<file path="src/rtl/i2c_target_regs_pkg.sv">
// i2c_target_regs_pkg: shared FSM states and bus-level constants for the I2C target
package i2c_target_regs_pkg;
  typedef enum logic [3:0] {
    ST_IDLE, ST_ADDR, ST_ADDR_ACK, ST_PTR, ST_PTR_ACK,
    ST_WDATA, ST_WDATA_ACK, ST_RDATA, ST_RDATA_ACK, ST_IGNORE
  } state_t;
  localparam logic I2C_ACK = 1'b0;
  localparam logic RW_READ = 1'b1;
endpackage

</file>
<file path="src/rtl/i2c_target_regs_bus_sync.sv">
// i2c_target_regs_bus_sync: pin synchronizers, SCL edge pulses and START/STOP detection
module i2c_target_regs_bus_sync (
  input  logic clk,
  input  logic rst,
  input  logic scl_i,
  input  logic sda_i,
  output logic sda,
  output logic scl_rise,
  output logic scl_fall,
  output logic start_det,
  output logic stop_det
);
  logic [2:0] scl_r, sda_r;
  // Two sync stages then a previous-sample stage; reset to the idle-high bus level
  always_ff @(posedge clk or posedge rst)
    if (rst) begin
      scl_r <= '1;
      sda_r <= '1;
    end else begin
      scl_r <= {scl_r[1:0], scl_i};
      sda_r <= {sda_r[1:0], sda_i};
    end
  assign sda       = sda_r[1];
  assign scl_rise  = scl_r[1] & ~scl_r[2];
  assign scl_fall  = ~scl_r[1] & scl_r[2];
  assign start_det = scl_r[1] & scl_r[2] & ~sda_r[1] & sda_r[2];
  assign stop_det  = scl_r[1] & scl_r[2] & sda_r[1] & ~sda_r[2];
endmodule

</file>
<file path="src/rtl/i2c_target_regs.sv">
// i2c_target_regs: I2C target with pointer-addressed byte register file and host read port
module i2c_target_regs import i2c_target_regs_pkg::*; #(
  parameter logic [6:0] SLAVE_ADDR = 7'h50,
  parameter int NUM_REGS = 16,
  parameter int PTR_W = 4
) (
  input  logic             clk,
  input  logic             rst,
  input  logic             scl_i,
  input  logic             sda_i,
  output logic             sda_oe,
  input  logic [PTR_W-1:0] host_raddr,
  output logic [7:0]       host_rdata,
  output logic             wr_strobe,
  output logic [PTR_W-1:0] wr_addr,
  output logic             busy
);
  logic sda_s, scl_rise, scl_fall, start_det, stop_det;
  state_t state;
  logic [7:0] shreg, byte_in;
  logic [2:0] bit_cnt;
  logic [PTR_W-1:0] ptr;
  logic [7:0] regs [NUM_REGS];

  i2c_target_regs_bus_sync u_sync (
    .clk(clk), .rst(rst), .scl_i(scl_i), .sda_i(sda_i), .sda(sda_s),
    .scl_rise(scl_rise), .scl_fall(scl_fall), .start_det(start_det), .stop_det(stop_det)
  );

  assign byte_in = {shreg[6:0], sda_s};

  // Protocol FSM: STOP/START override everything, bits in on SCL rise, SDA changes on SCL fall
  always_ff @(posedge clk or posedge rst)
    if (rst) begin
      state <= ST_IDLE;
      shreg <= '0;
      bit_cnt <= '0;
      ptr <= '0;
      sda_oe <= 1'b0;
      busy <= 1'b0;
      wr_strobe <= 1'b0;
      wr_addr <= '0;
      for (int i = 0; i < NUM_REGS; i++) regs[i] <= '0;
    end else begin
      wr_strobe <= 1'b0;
      if (stop_det) begin
        state <= ST_IDLE;
        sda_oe <= 1'b0;
        busy <= 1'b0;
      end else if (start_det) begin
        state <= ST_ADDR;
        bit_cnt <= '0;
        sda_oe <= 1'b0;
        busy <= 1'b1;
      end else if (scl_rise) begin
        case (state)
          ST_ADDR, ST_PTR, ST_WDATA: begin
            shreg <= byte_in;
            bit_cnt <= bit_cnt + 1'b1;
            if (bit_cnt == 3'd7) begin
              if (state == ST_ADDR) state <= (byte_in[7:1] == SLAVE_ADDR) ? ST_ADDR_ACK : ST_IGNORE;
              else if (state == ST_PTR) begin
                ptr <= byte_in[PTR_W-1:0];
                state <= ST_PTR_ACK;
              end else begin
                regs[ptr] <= byte_in;
                wr_strobe <= 1'b1;
                wr_addr <= ptr;
                ptr <= ptr + 1'b1;
                state <= ST_WDATA_ACK;
              end
            end
          end
          ST_RDATA_ACK:
            if (sda_s == I2C_ACK) begin
              shreg <= regs[ptr];
              ptr <= ptr + 1'b1;
            end else state <= ST_IGNORE;
          default: ;
        endcase
      end else if (scl_fall) begin
        case (state)
          ST_ADDR_ACK, ST_PTR_ACK, ST_WDATA_ACK:
            if (!sda_oe) sda_oe <= 1'b1;
            else begin
              bit_cnt <= '0;
              if (state == ST_ADDR_ACK && shreg[0] == RW_READ) begin
                shreg <= regs[ptr];
                sda_oe <= ~regs[ptr][7];
                ptr <= ptr + 1'b1;
                state <= ST_RDATA;
              end else begin
                sda_oe <= 1'b0;
                state <= (state == ST_ADDR_ACK) ? ST_PTR : ST_WDATA;
              end
            end
          ST_RDATA: begin
            bit_cnt <= bit_cnt + 1'b1;
            if (bit_cnt == 3'd7) begin
              sda_oe <= 1'b0;
              state <= ST_RDATA_ACK;
            end else begin
              shreg <= shreg << 1;
              sda_oe <= ~shreg[6];
            end
          end
          ST_RDATA_ACK: begin
            sda_oe <= ~shreg[7];
            bit_cnt <= '0;
            state <= ST_RDATA;
          end
          default: ;
        endcase
      end
    end

  // Registered host read; a same-cycle I2C write to that index shows up one cycle later
  always_ff @(posedge clk or posedge rst)
    if (rst) host_rdata <= '0;
    else host_rdata <= regs[host_raddr];
endmodule

</file>
<file path="config.mk">
export PLATFORM = sky130hd
export DESIGN_NAME = i2c_target_regs
export DESIGN_NICKNAME = d
export VERILOG_FILES = /design/src/rtl/i2c_target_regs_pkg.sv /design/src/rtl/i2c_target_regs_bus_sync.sv /design/src/rtl/i2c_target_regs.sv
export SDC_FILE = /design/constraint.sdc
export NUM_CORES = 1
export LEC_CHECK = 0
export BUFFER_PORTS_ARGS = -buffer_cell sky130_fd_sc_hd__buf_2
export CORE_MARGIN = 1.5
export CORE_UTILIZATION = 52
export DETAILED_ROUTE_END_ITERATION = 12
export MAX_ROUTING_LAYER = met4
export PLACE_DENSITY = 0.75
export SLEW_MARGIN = 20
export SYNTH_ARGS = -nofsm -noshare
export SYNTH_HDL_FRONTEND = slang
export SYNTH_HIERARCHICAL = 1
export SYNTH_SLANG_ARGS = --single-unit
export TNS_END_PERCENT = 20
</file>
<file path="constraint.sdc">
create_clock -name clk -period 8.45 [get_ports clk]
set_input_delay 1.69 -clock clk [delete_from_list [all_inputs] [get_ports clk]]
set_output_delay 1.69 -clock clk [all_outputs]
set_load 0.1 [all_outputs]
</file>
==> impl_metrics.ini, run 1 <==
[run_status]
status = complete, no violations

[timing]
worstMarginPinSlew_ns = 0.9917
rsz0062_at_grt = no
finalCritPeriodShare_pct = 36.65
drv_slew = 0
setup_viol = 0
fmax_ghz = 0.3229
fin_skew_ns = 0.009254
fin_tns_setup_ns = 0
relSlewSlack_pct = 33.64
fin_crit_ns = 3.097
hold_viol_final = 0

[detailed_routing]
drtIter0Drc = 525
vias_per_cell = 6.641
vias = 6070
routed_wl_mm = 22.25
first_pass_iters = 5
avgRoutedWirePerCell_um = 24.34
drc = 0
postRouteAntennaNets = 0

[clock_network]
clk_path_buf_depth = 2
clk_pin_slew_worst_paths_ns = 0.06
cts_tree = yes
cts_sinks = 168
root_buffer = clkbuf_16
cts_buffers = 17
htree_levels = 4
ctsResizeCount = 0
post_cts_buffers = 0
clk_latency_ns = 0.44
ctsHoldBuffers = 0

[power]
p_leak_nw = 4.470
peakVddDrop_mv = 0.1968
power_density_nw_per_um2 = 246.9

[floorplanning]
fp.dieH_um = 134.9
ios = 23
core_um2 = 17180
row_count = 48
die_area_um2 = 18200
initial_core_util_pct = 52.69
fp.dieW_um = 134.9

[setup_path]
crit_type = reg -> reg
worstPathArrival_ns = 3.42
r2r_slack_ns = 5.35
path_max_fanout = 23
required_ns = 8.77
slowest_stage = dfstp_2
cpPeakStageDelay_ns = 0.80
start_kind = flip-flop
path_cells = and4b_1 > nor4b_1 > and3_2 > nand3_2 > mux2_2
cp-end-kind = flip-flop

[cells_and_area]
drive_gt1_share_pct = 37.30
layout.cells.non_filler = 914
nets = 691
layout_common_cells = 161 x dfrtp_1, 112 x mux2_2, 52 x mux4_2
final_common_cell = dfrtp_1
diodes = 0
syn_to_final_growth_pct = 8.240

[logic_synthesis]
ys_types = 65
ys_seq_elements = 168
yosysSeqAreaShare_pct = 46.54
avgSynthCellArea_um2 = 13.15
synth_edf_count = 0
syn_area_um2 = 9050
syn-num-nets = 702
syn_inst = 688
ys.flop_type = dfrtp_1
synthArstFlopShare_pct = 100.0
ys_warn_count = 6

[place]
placedCellCount = 883
portBuffers = 22
hpwl_mm = 13.97
gp_congestion = 0.8525

[global_route]
antenna_found_initial = 0
grt_pass1_vias = 6164
grt_max_degree = 92
grt_use_total_pct = 27.03
grt_pass1_wl_mm = 35.57
grt.overflow.total = 0

[hold_path]
hold_class = reg -> reg

[job]
cap_violations = 0
per-stage QoR:
step	setup slack [ns]	util (%)	hold WS, ns	instance area [um2]	total power (W)
4_1_cts	4.901	57.01	0.3557	9792	0.002411
5_1_grt	5.109	57.03	0.3573	9796	0.002527
2_1_floorplan	2.383	-	0.3452	9050	0.001512
3_5_place_dp	4.613	53.71	0.3472	9225	0.001660
3_3_place_gp	4.689	53.71	0.3462	9225	0.001633
6_report	5.353	57.03	0.3556	9796	0.002419
cells by family after synthesis:
kind of cell | after synthesis | share of synthesized area, %
AO/OA/AOI/OAI | 99 | 7.922
flip-flops | 168 | 46.54
adder cells (fa/ha/maj) | 6 | 0.8295
multiplexers | 215 | 32.57
XOR/XNOR | 1 | 0.09680
buffers and inverters | 67 | 3.291
AND/OR/NAND/NOR | 132 | 8.751
power by group:
group | internal [W] | switching, W | leakage (nW)
sequential | 0.000857 | 0.000151 | 2.28
clock | 0.000448 | 0.000309 | 0.263
combinational | 0.000239 | 0.000414 | 1.92
total | 0.00154 | 0.000874 | 4.47
flip-flops by register name, indices dropped and copies added (netlist names):
signal / cells
u_sync/scl_r: 3
state: 4
host_rdata: 8
ptr: 4
shreg: 8
busy: 1
wr_addr: 4
sda_oe: 1
regs: 128
wr_strobe: 1
u_sync/sda_r: 3
bit_cnt: 3
synth_stat cells, types with 3 or more instances:
cell type	instances	area share [%]
a211o_1	3	0.29
a21oi_1	10	0.55
a22oi_1	21	1.7
a31oi_1	8	0.55
a32oi_1	6	0.58
and2_1	4	0.28
and3_1	4	0.28
and4b_1	3	0.33
buf_1	10	0.41
buf_2	10	0.55
buf_4	5	0.41
clkbuf_1	30	1.2
dfrtp_1	162	45
dfstp_2	6	1.7
ha_1	6	0.83
inv_1	10	0.41
mux2_1	4	0.50
mux2_2	112	14
mux2i_1	47	5.2
mux4_2	52	13
nand2_1	34	1.4
nand2b_1	3	0.21
nand3_1	6	0.33
nand3_2	16	1.8
nand3b_1	3	0.25
nand4_1	3	0.21
nor2_1	29	1.2
nor2b_1	10	0.69
nor3_1	4	0.22
o211ai_1	3	0.25
o21ai_0	21	1.2
worst max-delay path: cells and delay by family, from the launching register on:
family,cells,cell delay (ns)
DFF,1,0.80
and+or+nand+nor,4,1.73
muxes,1,0.44
area by class of cell:
type                            instances  area [um2]
Inverter                               10       42.54
Clock buffer                           24       471.7
Tap cell                              225       281.5
Clock inverter                          7       95.09
Multi-Input combinational cell        453        4542
Sequential cell                       168        4213
Timing Repair Buffer                   27       150.1
Fill cell                            1373        7381
per-layer routing:
| layer | up-vias | track usage [%] | wire [um] |
|---|---|---|---|
| li1 | 2589 | - | - |
| met1 | 3154 | 36.31 | 9484 |
| met2 | 263 | 40.46 | 10720 |
| met3 | 64 | 5.668 | 1342 |
| met4 | 0 | 10.93 | 697 |
| met5 | - | - | 0 |
path summary, 6_finish.rpt:
check | startpoint | end | cells after the start
setup reg to reg | u_sync/sda_r[1]$_DFF_PP1_ | regs[6]$_DFFE_PP0P_ | 5
hold / removal | u_sync/sda_r[0]$_DFF_PP1_ | u_sync/sda_r[1]$_DFF_PP1_ | 0
max in group asynchronous | rst | regs[48]$_DFFE_PP0P_ | 3
setup / recovery | u_sync/sda_r[1]$_DFF_PP1_ | regs[6]$_DFFE_PP0P_ | 5
hold reg to reg | u_sync/sda_r[0]$_DFF_PP1_ | u_sync/sda_r[1]$_DFF_PP1_ | 0
min in group asynchronous | rst | u_sync/scl_r[2]$_DFF_PP1_ | 2
No activity file was read; power rests on OpenSTA's default activity.
==> run 2: changes to the inputs <==
clock period = 2.95 ns   (was 8.45 ns; I/O delays follow)
==> impl_metrics.ini, run 2 (synthesis results as in run 1) <==
[run_status]
status = complete, no violations

[global_route]
grt_use_total_pct = 27.89
grt_pass1_vias = 6453
grt_pass1_wl_mm = 36.51
grt_max_degree = 71
grt.overflow.total = 0
antenna_found_initial = 0

[power]
switching_power_w = 0.002549
switching_share_pct = 37.41
p_int_w = 0.004265
seq_power_share_pct = 43.9
p_clk_share_pct = 29.1
peakVddDrop_mv = 0.4232
power_density_nw_per_um2 = 689.9
pwr-share-comb_pct = 26.9
p_leak_nw = 4.511
finalPower_w = 0.006814

[timing]
fin_crit_ns = 2.675
hold_viol_final = 0
drv_slew = 0
worstMarginPinSlew_ns = 0.9115
fin_skew_ns = 0.01106
setup_viol = 0
fmax_ghz = 0.3738
finalCritPeriodShare_pct = 90.68
whs_ns = 0.1705
rsz0062_at_grt = no
relSlewSlack_pct = 39.01
fin_tns_setup_ns = 0

[detailed_routing]
vias = 6169
drc = 0
first_pass_iters = 5
vias_per_cell = 6.669
postRouteAntennaNets = 0
avgRoutedWirePerCell_um = 24.65
drtIter0Drc = 519
routed_wl_mm = 22.80

[floorplanning]
initial_core_util_pct = 52.69
ios = 23
core_um2 = 17180
die_area_um2 = 18200
fp.dieH_um = 134.9
fp.dieW_um = 134.9
row_count = 48

[setup_path]
crit_start = u_sync/sda_r[1]$_DFF_PP1_
crit_type = reg -> reg
required_ns = 3.26
start_kind = flip-flop
cp-end-kind = flip-flop
worstPathArrival_ns = 2.99
r2r-start = u_sync/sda_r[1]$_DFF_PP1_
path_max_fanout = 19

[place]
hpwl_mm = 14.99
placed_area_um2 = 9361
gp_congestion = 0.8908
portBuffers = 22

[cells_and_area]
layout_common_cells = 161 x dfrtp_1, 112 x mux2_2, 52 x mux4_2
nets = 701
syn_to_final_growth_pct = 9.125
largest_register = regs
largest_reg_flops = 128
drive_gt1_share_pct = 38.00
final_common_cell = dfrtp_1
diodes = 0
reg.largest.list = regs x128, host_rdata x8, shreg x8
design_area_um2 = 9876

[clock_network]
htree_levels = 4
cts_tree = yes
post_cts_buffers = 0
cts_buffers = 17
clk_pin_slew_worst_paths_ns = 0.06
clk_path_buf_depth = 2
clk_latency_ns = 0.44
cts_sinks = 168
root_buffer = clkbuf_16
ctsResizeCount = 0
ctsHoldBuffers = 0

[job]
cap_violations = 0

[hold_path]
hold_class = in -> async
## run 2: cell count changes in the layout (fill, tap and decap cells not counted), sizes merged
| cell | before | now |
|---|---|---|
| buf | 27 | 37 |
| bufinv | 2 | 0 |
| clkinv | 1 | 3 |
| clkinvlp | 4 | 6 |
| inv | 10 | 9 |
## run 2: routing by layer
metal	GRT usage, %	wire [um]	part of all wire, %	up-vias
met2	41.51	10810	47	320
met4	12.78	838	3.7	0
met5	-	0	0	-
met1	35.57	9310	41	3170
met3	8.071	1843	8.1	64
li1	-	-	-	2615
## run 2: final timing paths
| check | endpoint | slack (ns) | depth (start not counted) |
|---|---|---|---|
| max reg2reg | regs[59]$_DFFE_PP0P_ | 0.28 | 6 |
| min reg2reg | u_sync/sda_r[1]$_DFF_PP1_ | 0.36 | 0 |
| min | host_rdata[0]$_DFF_PP0_ | 0.17 | 2 |
| max | regs[59]$_DFFE_PP0P_ | 0.28 | 6 |
| min in group clk | u_sync/sda_r[0]$_DFF_PP1_ | 0.25 | 1 |
| max in group asynchronous | regs[122]$_DFFE_PP0P_ | 2.08 | 3 |
## run 2: final cells by class
cell class                      count  area, um2
Multi-Input combinational cell    453       4541
Clock buffer                       24      461.7
Sequential cell                   168       4213
Timing Repair Buffer               37      285.3
Inverter                           10      41.29
Clock inverter                      8      52.55
Tap cell                          225      281.5
Fill cell                        1386       7301
## run 2: power groups by stage
stage,sequential (W),clock (W),combinational (W)
global route,0.00304,0.00212,0.00199
detailed placement,0.00302,0,0.00180
finish,0.00299,0.00198,0.00184
global placement,0.00301,0,0.00177
CTS,0.00298,0.00202,0.00181
floorplan,0.00269,0,0.00164
## run 2: per-stage QoR
step	utilization (%)	std cells	setup WS [ns]
after floorplan	-	688	0.3032
after global placement	54.50	893	0.3622
after detailed placement	54.50	893	0.3449
after CTS	57.50	925	0.3205
after global routing	57.50	925	0.1626
final	57.50	925	0.2751
## run 2: worst max-delay path, cell delays in order, from the launching register on
cell	delay [ns]
dfstp_2	0.60
and4b_1	0.28
nor4b_1	0.28
and3_1	0.25
buf_4	0.31
nand3_2	0.42
mux2_2	0.42
